`config.mk`:
```
export PLATFORM = sky130hd
export DESIGN_NAME = fpu_operand_unpacker
export DESIGN_NICKNAME = d
export VERILOG_FILES = /design/src/rtl/fpu_operand_unpacker.sv
export SDC_FILE = /design/constraint.sdc
export NUM_CORES = 1
export LEC_CHECK = 0
export BUFFER_PORTS_ARGS = -buffer_cell sky130_fd_sc_hd__buf_2
export CAP_MARGIN = 0
export CORE_MARGIN = 8
export CORE_UTILIZATION = 50
export DETAILED_ROUTE_END_ITERATION = 16
export GPL_ROUTABILITY_DRIVEN = 0
export GPL_TIMING_DRIVEN = 0
export PLACE_DENSITY_LB_ADDON = 0.12
export SLEW_MARGIN = 10
export SYNTH_ARGS = -nofsm -noshare
export SYNTH_HDL_FRONTEND = slang
export SYNTH_SLANG_ARGS = --single-unit
```
`constraint.sdc`:
```
create_clock -name clk -period 4.2 [get_ports clk]
set_clock_uncertainty 0.15 [all_clocks]
set_input_delay 0.21 -clock clk [delete_from_list [all_inputs] [get_ports clk]]
set_output_delay 0.21 -clock clk [all_outputs]
set_load 0.01 [all_outputs]
```
`src/rtl/fpu_operand_unpacker.sv`:
```
// Operand unpacker for binary32: classifies the operand, splits it into fields and
// resolves the rounding mode, behind a 2-entry skid buffer with flush.
module fpu_operand_unpacker #(
   parameter int unsigned DEPTH = 2
) (
   input  logic        clk,
   input  logic        reset,
   input  logic        flush,
   input  logic        valid_in,
   output logic        ready_out,
   output logic        valid_out,
   input  logic        ready_in,
   input  logic [4:0]  op_in,
   input  logic [2:0]  rm_in,
   input  logic [2:0]  frm,
   input  logic [31:0] a,
   output logic [4:0]  op,
   output logic [2:0]  rm,
   output logic        illegal_rm,
   output logic [23:0] man_a,
   output logic [7:0]  exp_a,
   output logic        sgn_a,
   output logic        zero_a,
   output logic        inf_a,
   output logic        sNaN_a,
   output logic        qNaN_a
);

   localparam int unsigned HEAD = 0;
   localparam int unsigned TAIL = 1;

   typedef struct packed {
      logic [4:0]  op;
      logic [2:0]  rm;
      logic        illegal_rm;
      logic [23:0] man;
      logic [7:0]  exp;
      logic        sgn;
      logic        zero;
      logic        inf;
      logic        snan;
      logic        qnan;
   } entry_t;

   typedef enum logic [1:0] {
      ST_EMPTY = 2'd0,
      ST_ONE   = 2'd1,
      ST_FULL  = 2'd2
   } state_t;

   state_t               state_q, state_d;
   entry_t [DEPTH-1:0]   ent_q, ent_d;
   logic                 ready_q, ready_d;
   entry_t               dec;
   logic                 push;
   logic                 pop;

   // Full decode of the incoming operand, done once at capture time
   always_comb begin
      logic [7:0]  e;
      logic [22:0] f;
      logic [2:0]  rm_res;
      e      = a[30:23];
      f      = a[22:0];
      rm_res = (rm_in == 3'b111) ? frm : rm_in;
      dec            = '0;
      dec.op         = op_in;
      dec.rm         = rm_res;
      dec.illegal_rm = (rm_res == 3'b101) || (rm_res == 3'b110);
      dec.sgn        = a[31];
      dec.exp        = ((e == 8'h00) && (f != 23'h0)) ? 8'h01 : e;
      dec.man        = {(e != 8'h00), f};
      dec.zero       = (a[30:0] == 31'h0);
      dec.inf        = (e == 8'hff) && (f == 23'h0);
      dec.qnan       = (e == 8'hff) && f[22];
      dec.snan       = (e == 8'hff) && !f[22] && (f[21:0] != 22'h0);
   end

   assign push      = valid_in && ready_q;
   assign valid_out = (state_q != ST_EMPTY) && !flush;
   assign pop       = valid_out && ready_in;

   // Next-state and entry movement; flush wins over everything
   always_comb begin
      state_d = state_q;
      ent_d   = ent_q;
      if (flush) begin
         state_d = ST_EMPTY;
         ent_d   = '0;
      end else begin
         case (state_q)
            ST_EMPTY: begin
               if (push) begin
                  ent_d[HEAD] = dec;
                  state_d     = ST_ONE;
               end
            end
            ST_ONE: begin
               if (push && pop) begin
                  ent_d[HEAD] = dec;
               end else if (push) begin
                  ent_d[TAIL] = dec;
                  state_d     = ST_FULL;
               end else if (pop) begin
                  state_d = ST_EMPTY;
               end
            end
            ST_FULL: begin
               if (pop) begin
                  ent_d[HEAD] = ent_q[TAIL];
                  ent_d[TAIL] = '0;
                  state_d     = ST_ONE;
               end
            end
            default: begin
               state_d = ST_EMPTY;
               ent_d   = '0;
            end
         endcase
      end
      ready_d = (state_d != ST_FULL);
   end

   always_ff @(posedge clk or negedge reset) begin
      if (!reset) begin
         state_q <= ST_EMPTY;
         ent_q   <= '0;
         ready_q <= 1'b0;
      end else begin
         state_q <= state_d;
         ent_q   <= ent_d;
         ready_q <= ready_d;
      end
   end

   assign ready_out  = ready_q;
   assign op         = ent_q[HEAD].op;
   assign rm         = ent_q[HEAD].rm;
   assign illegal_rm = ent_q[HEAD].illegal_rm;
   assign man_a      = ent_q[HEAD].man;
   assign exp_a      = ent_q[HEAD].exp;
   assign sgn_a      = ent_q[HEAD].sgn;
   assign zero_a     = ent_q[HEAD].zero;
   assign inf_a      = ent_q[HEAD].inf;
   assign sNaN_a     = ent_q[HEAD].snan;
   assign qNaN_a     = ent_q[HEAD].qnan;

   // Structural invariants of the buffer and the classifier
   a_no_push_full: assert property (@(posedge clk) disable iff (!reset)
      !((state_q == ST_FULL) && push));
   a_onehot_class: assert property (@(posedge clk) disable iff (!reset)
      $onehot0({zero_a, inf_a, sNaN_a, qNaN_a}));

endmodule
```
After elaboration in Yosys (flattened, before gate mapping):

Index checks and enable logic that the tools add are counted.

* register bits: 95
* logic and storage cells: 73

* eq/ne operators: 13
* mux-type cells: 16
* reduce and logical (&&, ||, !) cells: 22

Operator list (count)
* case mux 46 bit (3 select lines): 2
* two-way mux 92 bit: 2
* two-way mux 46 bit: 3
* zero test 31 bit: 1
* zero test 23 bit: 1
* nonzero test 23 bit: 1
* nonzero test 22 bit: 1
* != test 3 bit (second input constant): 5
* two-way mux 2 bit: 6
* == test 3 bit (second input constant): 3
* logical AND 1 bit: 9
* == test 8 bit (second input constant): 1
* zero test 8 bit: 1
* two-way mux 8 bit: 1
* nonzero test 8 bit: 1
* case mux 2 bit (3 select lines): 1
* != test 2 bit (second input constant): 2
* AND reduction 4 bit: 1
* two-way mux 3 bit: 1
* AND reduction 3 bit: 1
* == test 2 x 1 -> 1 bit (second input constant): 1
* == test 2 bit (second input constant): 1
* zero test 1 bit: 2
* zero test 2 bit: 1
* other kinds (2): 2

Logic depth before layout (Yosys ltp):

* depth in word-level cells: 9
* depth in mapped cells: 8
* mapped depth without buffers: 4

Worst setup path after synthesis:

OpenSTA, ideal clock, no wires.

* path kind: register -> register
* start point: register state_q[0]
* end point: register ent_q, in the netlist man_a[10]
* arrival time: 1473 ps
* setup slack: 2504 ps
* stages on the path, launching flop included: 9
* period minus slack after synthesis: 1696 ps
* cell sequence: dfrtp_1 buf_4 xnor2_1 o21a_1 buf_2 or2_1 buf_6 buf_6 a21oi_2

* longest elaborated chain between the ends: 6
* elaborated cells between the ends (all ways): 13
* those cells by class: 5 x eq/ne; 2 x mux; 6 x reduce/logical

Ends and longest elaborated chain
* start: declaration: RTL line 51 `state_t state_q, state_d;`
* start signal: assignment: RTL line 130 `state_q <= state_d;`
* nonzero test 2 bit: RTL line 80 `assign valid_out = (state_q != ST_EMPTY) && !flush;`
* logical AND 1 bit: RTL line 80
* logical AND 1 bit: RTL line 81 `assign pop = valid_out && ready_in;`
* logical AND 1 bit: RTL line 99 `if (push && pop) begin`
* != test 3 bit (no line)
* AND reduction 3 bit (no line)
* end signal: assignment: RTL line 131 `ent_q <= ent_d;`
* end: declaration: RTL line 52 `entry_t [DEPTH-1:0] ent_q, ent_d;`

Several ways; a longest one is shown, not always the timed one.
A chain may end at the register's enable or synchronous reset.

Worst setup path after layout:

* start point: input a[4]
* end point: register ent_q[48] (netlist name)

* longest elaborated chain between the ends: 6

Ends and longest elaborated chain
* start: declaration: RTL line 16 `input logic [31:0] a,`
* zero test 23 bit: RTL line 74 `dec.inf = (e == 8'hff) && (f == 23'h0);`
* logical AND 1 bit: RTL line 74
* two-way mux 46 bit: RTL line 101 `end else if (push) begin`
* two-way mux 46 bit: RTL line 99
* case mux 46 bit (3 select lines): RTL line 91 `case (state_q)`
* two-way mux 92 bit: RTL line 87 `if (flush) begin`

Every way passes these cells. The select of a mux whose other input is x is not followed.

==> results.md <==
* Status: finished clean
* GRT overflow at 0
* Slew Limit Headroom at approximately 45%
* Top-area cell type share of the netlist area at between 50% and 60%
* Cell row count at 35
* Total track usage at between 20% and 30%
* Setup crit start: a[4]
* Worst Hold Class: in2reg
* Sequential share of the synthesized area at roughly half
* Hold path start: a[23]
* Vias at between 4000 and 5000
* Drt first pass iters at 5
* Xor-xnor portion of the synthesized cell area at less than 1%
* Worst setup SP type: input port
* Adder-cell share of the synthesized area at 0%
* Fin nets at 668
* Largest family of logic cells by synthesized area: compound AO/OA/AOI/OAI gates
* Final Worst Setup Slack at 1830 ps
* I/O pin cnt at 96
* Synthesis Warnings at 0
* Fmax achieved at around 420 MHz
* # DRC at 0
* Synth-to-Final Area Change at 26.5%
* Initial Utilization at between 50% and 60%
* Post-synth top area cell: dfrtp_1
* Setup violations, final at 0
* Antenna violations before repair at 1
* Post-CTS Setup Inserts at 0
* Number of port buffers at 94
* Synth top area cells: dfrtp_1 (51%), buf_4 (7.1%), a22oi_1 (6.2%)
* Die height at 112 microns
* Place WS at 2020 ps
* Fillers at ~810
* CP Class: in2reg
* Clock tree root driver cell: clkbuf_8
* RSZ-0062 raised after global routing: false
* Routed len/inst at 17.6 microns
* Mapped Area at 0.00462 sq mm
* Vias per std cell at ~5.6
* Core region area at ~0.0091 sq mm
* Die width at between 100 and 150 microns
* EDFF count, synth at 0
* Pin count of the biggest net entering global routing at 52
* Util after Layout at 64.2%
* Fin crit period at 2370 ps
* Total die area at about 0.013 sq mm
* Clk pin slew, worst setup/hold paths at roughly 80 ps
* CTS sink cnt at 95
* TritonCTS Buffers at 9
* Ys async rst share at between 90% and 100%
* Simple logic cell fraction of the synthesized area at roughly 14%
* Post-synth net total at 524
* Setup crit end kind: flop
* Final Hold Fails at 0
* CTS tree: done
* Leak at 2.76 nW
* Non-Filler Instances at around 740
* Slew Viols, Final at 0
* Mapped Avg Cell Area at roughly 9.7 sq um
* Final Total Pwr at roughly 0.0021 W
* 1st-iter DRT viols at 224
* Setup_tns at 0 ps
* Routed WL at about 13000 microns
* Vias in the first global route at 4249
* Worst-Margin Slew at 818 ps
* Arr. time, crit path at ~2500 ps
* CP Max Fanout at 6
* Unique masters post-synth at 45
* Placed cells at 682
* Share of layout cells above drive strength 1 at between 20 and 30%
* Cell count after synthesis at 476
* Commonest non-fill, non-tap cells in the layout: buf_2 (107), dfrtp_1 (95), nand2_1 (69), buf_4 (45)
* Yosys reg bits at between 90 and 100
* Detail Placement HPWL at between 9000 and 10000 microns
* VDD IR-drop max at approximately 170 uV
* Mux contribution to synthesized area at less than 1%
* Worst-Skew Late Latency at roughly 360 ps
* CTS H-Tree Depth at 3
* Synth Area in Compound Gates at around 23%
* Ys flop type: dfrtp_1
* WP data required at 4340 ps
* PwrDens at ~350 mW/mm^2
* RR Startpoint: state_q[0]$_DFF_PN0_
* Routed Antenna Nets at 0
* Fin crit share at between 50% and 60%
* Global-route wire length before repair at 21400 microns
* Max-Cap Viols at 0
* Most common cell after layout, fill and taps aside: buf_2
* Clock buffer depth at 2
==> worst paths after layout <==
| kind | end | cells past startpoint | slack [ps] |
|---|---|---|---|
| setup / recovery | ent_q[48]$_DFFE_PN0P_ | 6 | 1830 |
| hold / removal | exp_a[0]$_DFFE_PN0P_ | 3 | 20 |
| setup reg to reg | man_a[6]$_DFFE_PN0P_ | 5 | 2100 |
| hold reg to reg | ent_q[47]$_DFFE_PN0P_ | 2 | 330 |
| max in group asynchronous | illegal_rm$_DFFE_PN0P_ | 3 | 2990 |
| min in group asynchronous | op[2]$_DFFE_PN0P_ | 2 | 230 |
==> kinds of logic after synthesis <==
kind of cell / Yosys count
DFF: 95
and+or+nand+nor: 151
AOI/OAI and AO/OA: 146
xor gates and xnor gates: 2
muxes: 2
buffers and inverters: 80
==> stage by stage <==
step | hold WS [ps] | cell area, sq um
3_3_place_gp | 307 | 5230
6_report | 24.7 | 5850
3_5_place_dp | 104 | 5260
4_1_cts | 13.6 | 5840
5_1_grt | 23.2 | 5850
2_1_floorplan | -236 | 4620
==> synth_stat cells, types with 3 or more instances <==
library cell	instances
a211oi_1	23
inv_1	3
a21oi_2	11
nor2_1	36
nor4_1	8
dfrtp_1	95
a21oi_1	10
a32o_1	3
o21ai_0	32
a22o_1	11
nand4_1	3
nor3_1	19
a2bb2oi_1	3
a22oi_1	38
nand2_1	69
buf_2	14
clkbuf_1	15
buf_4	44
and2_1	3
==> where the power goes <==
part           switching [W]  internal [W]  leakage (nW)
clock network       0.000333      0.000295         0.103
registers          0.0000339      0.000975          1.26
logic               0.000226      0.000195          1.40
total               0.000593       0.00147          2.76
==> flip-flops by register name, summed over array words and instances, names as in the netlist <==
signal	cells
ent_q	46
exp_a	8
illegal_rm	1
inf_a	1
man_a	24
op	5
qNaN_a	1
ready_out	1
rm	3
sNaN_a	1
sgn_a	1
state_q	2
zero_a	1
==> repair_timing <==
item / CTS / global route
hold buffers: 38 / 0
gates resized for setup: 0 / 0
hold endpoints to repair: 83 / 0
==> metal layers <==
layer	vias up	GRT usage (%)	share of wire, %
met5	-	0	0
met4	0	8.36	1.7
met3	16	4.13	5.3
met2	121	34.5	49
met1	2009	27.0	44
li1	1949	-	-
==> critical path, stage by stage <==
cell and delay [ps]:
dlygate4sd3_1 540, buf_2 150, nor4_1 350, nand4_1 250
nor3_1 720, a32o_1 280
==> final cells by class <==
cell class              instances  area, sq um  area share [%]
well taps                     111          139            2.38
multi-input cells             301         1750            29.9
diodes                          1         2.50          0.0428
inverters                       4         15.0           0.257
plain buffers                  76          483            8.26
clock buffers                  10          138            2.35
repair buffers                133          881            15.1
clock inverters                 5         65.1            1.11
flip-flops and latches         95         2380            40.7
Note: power is estimated with default switching activity, not from simulation.
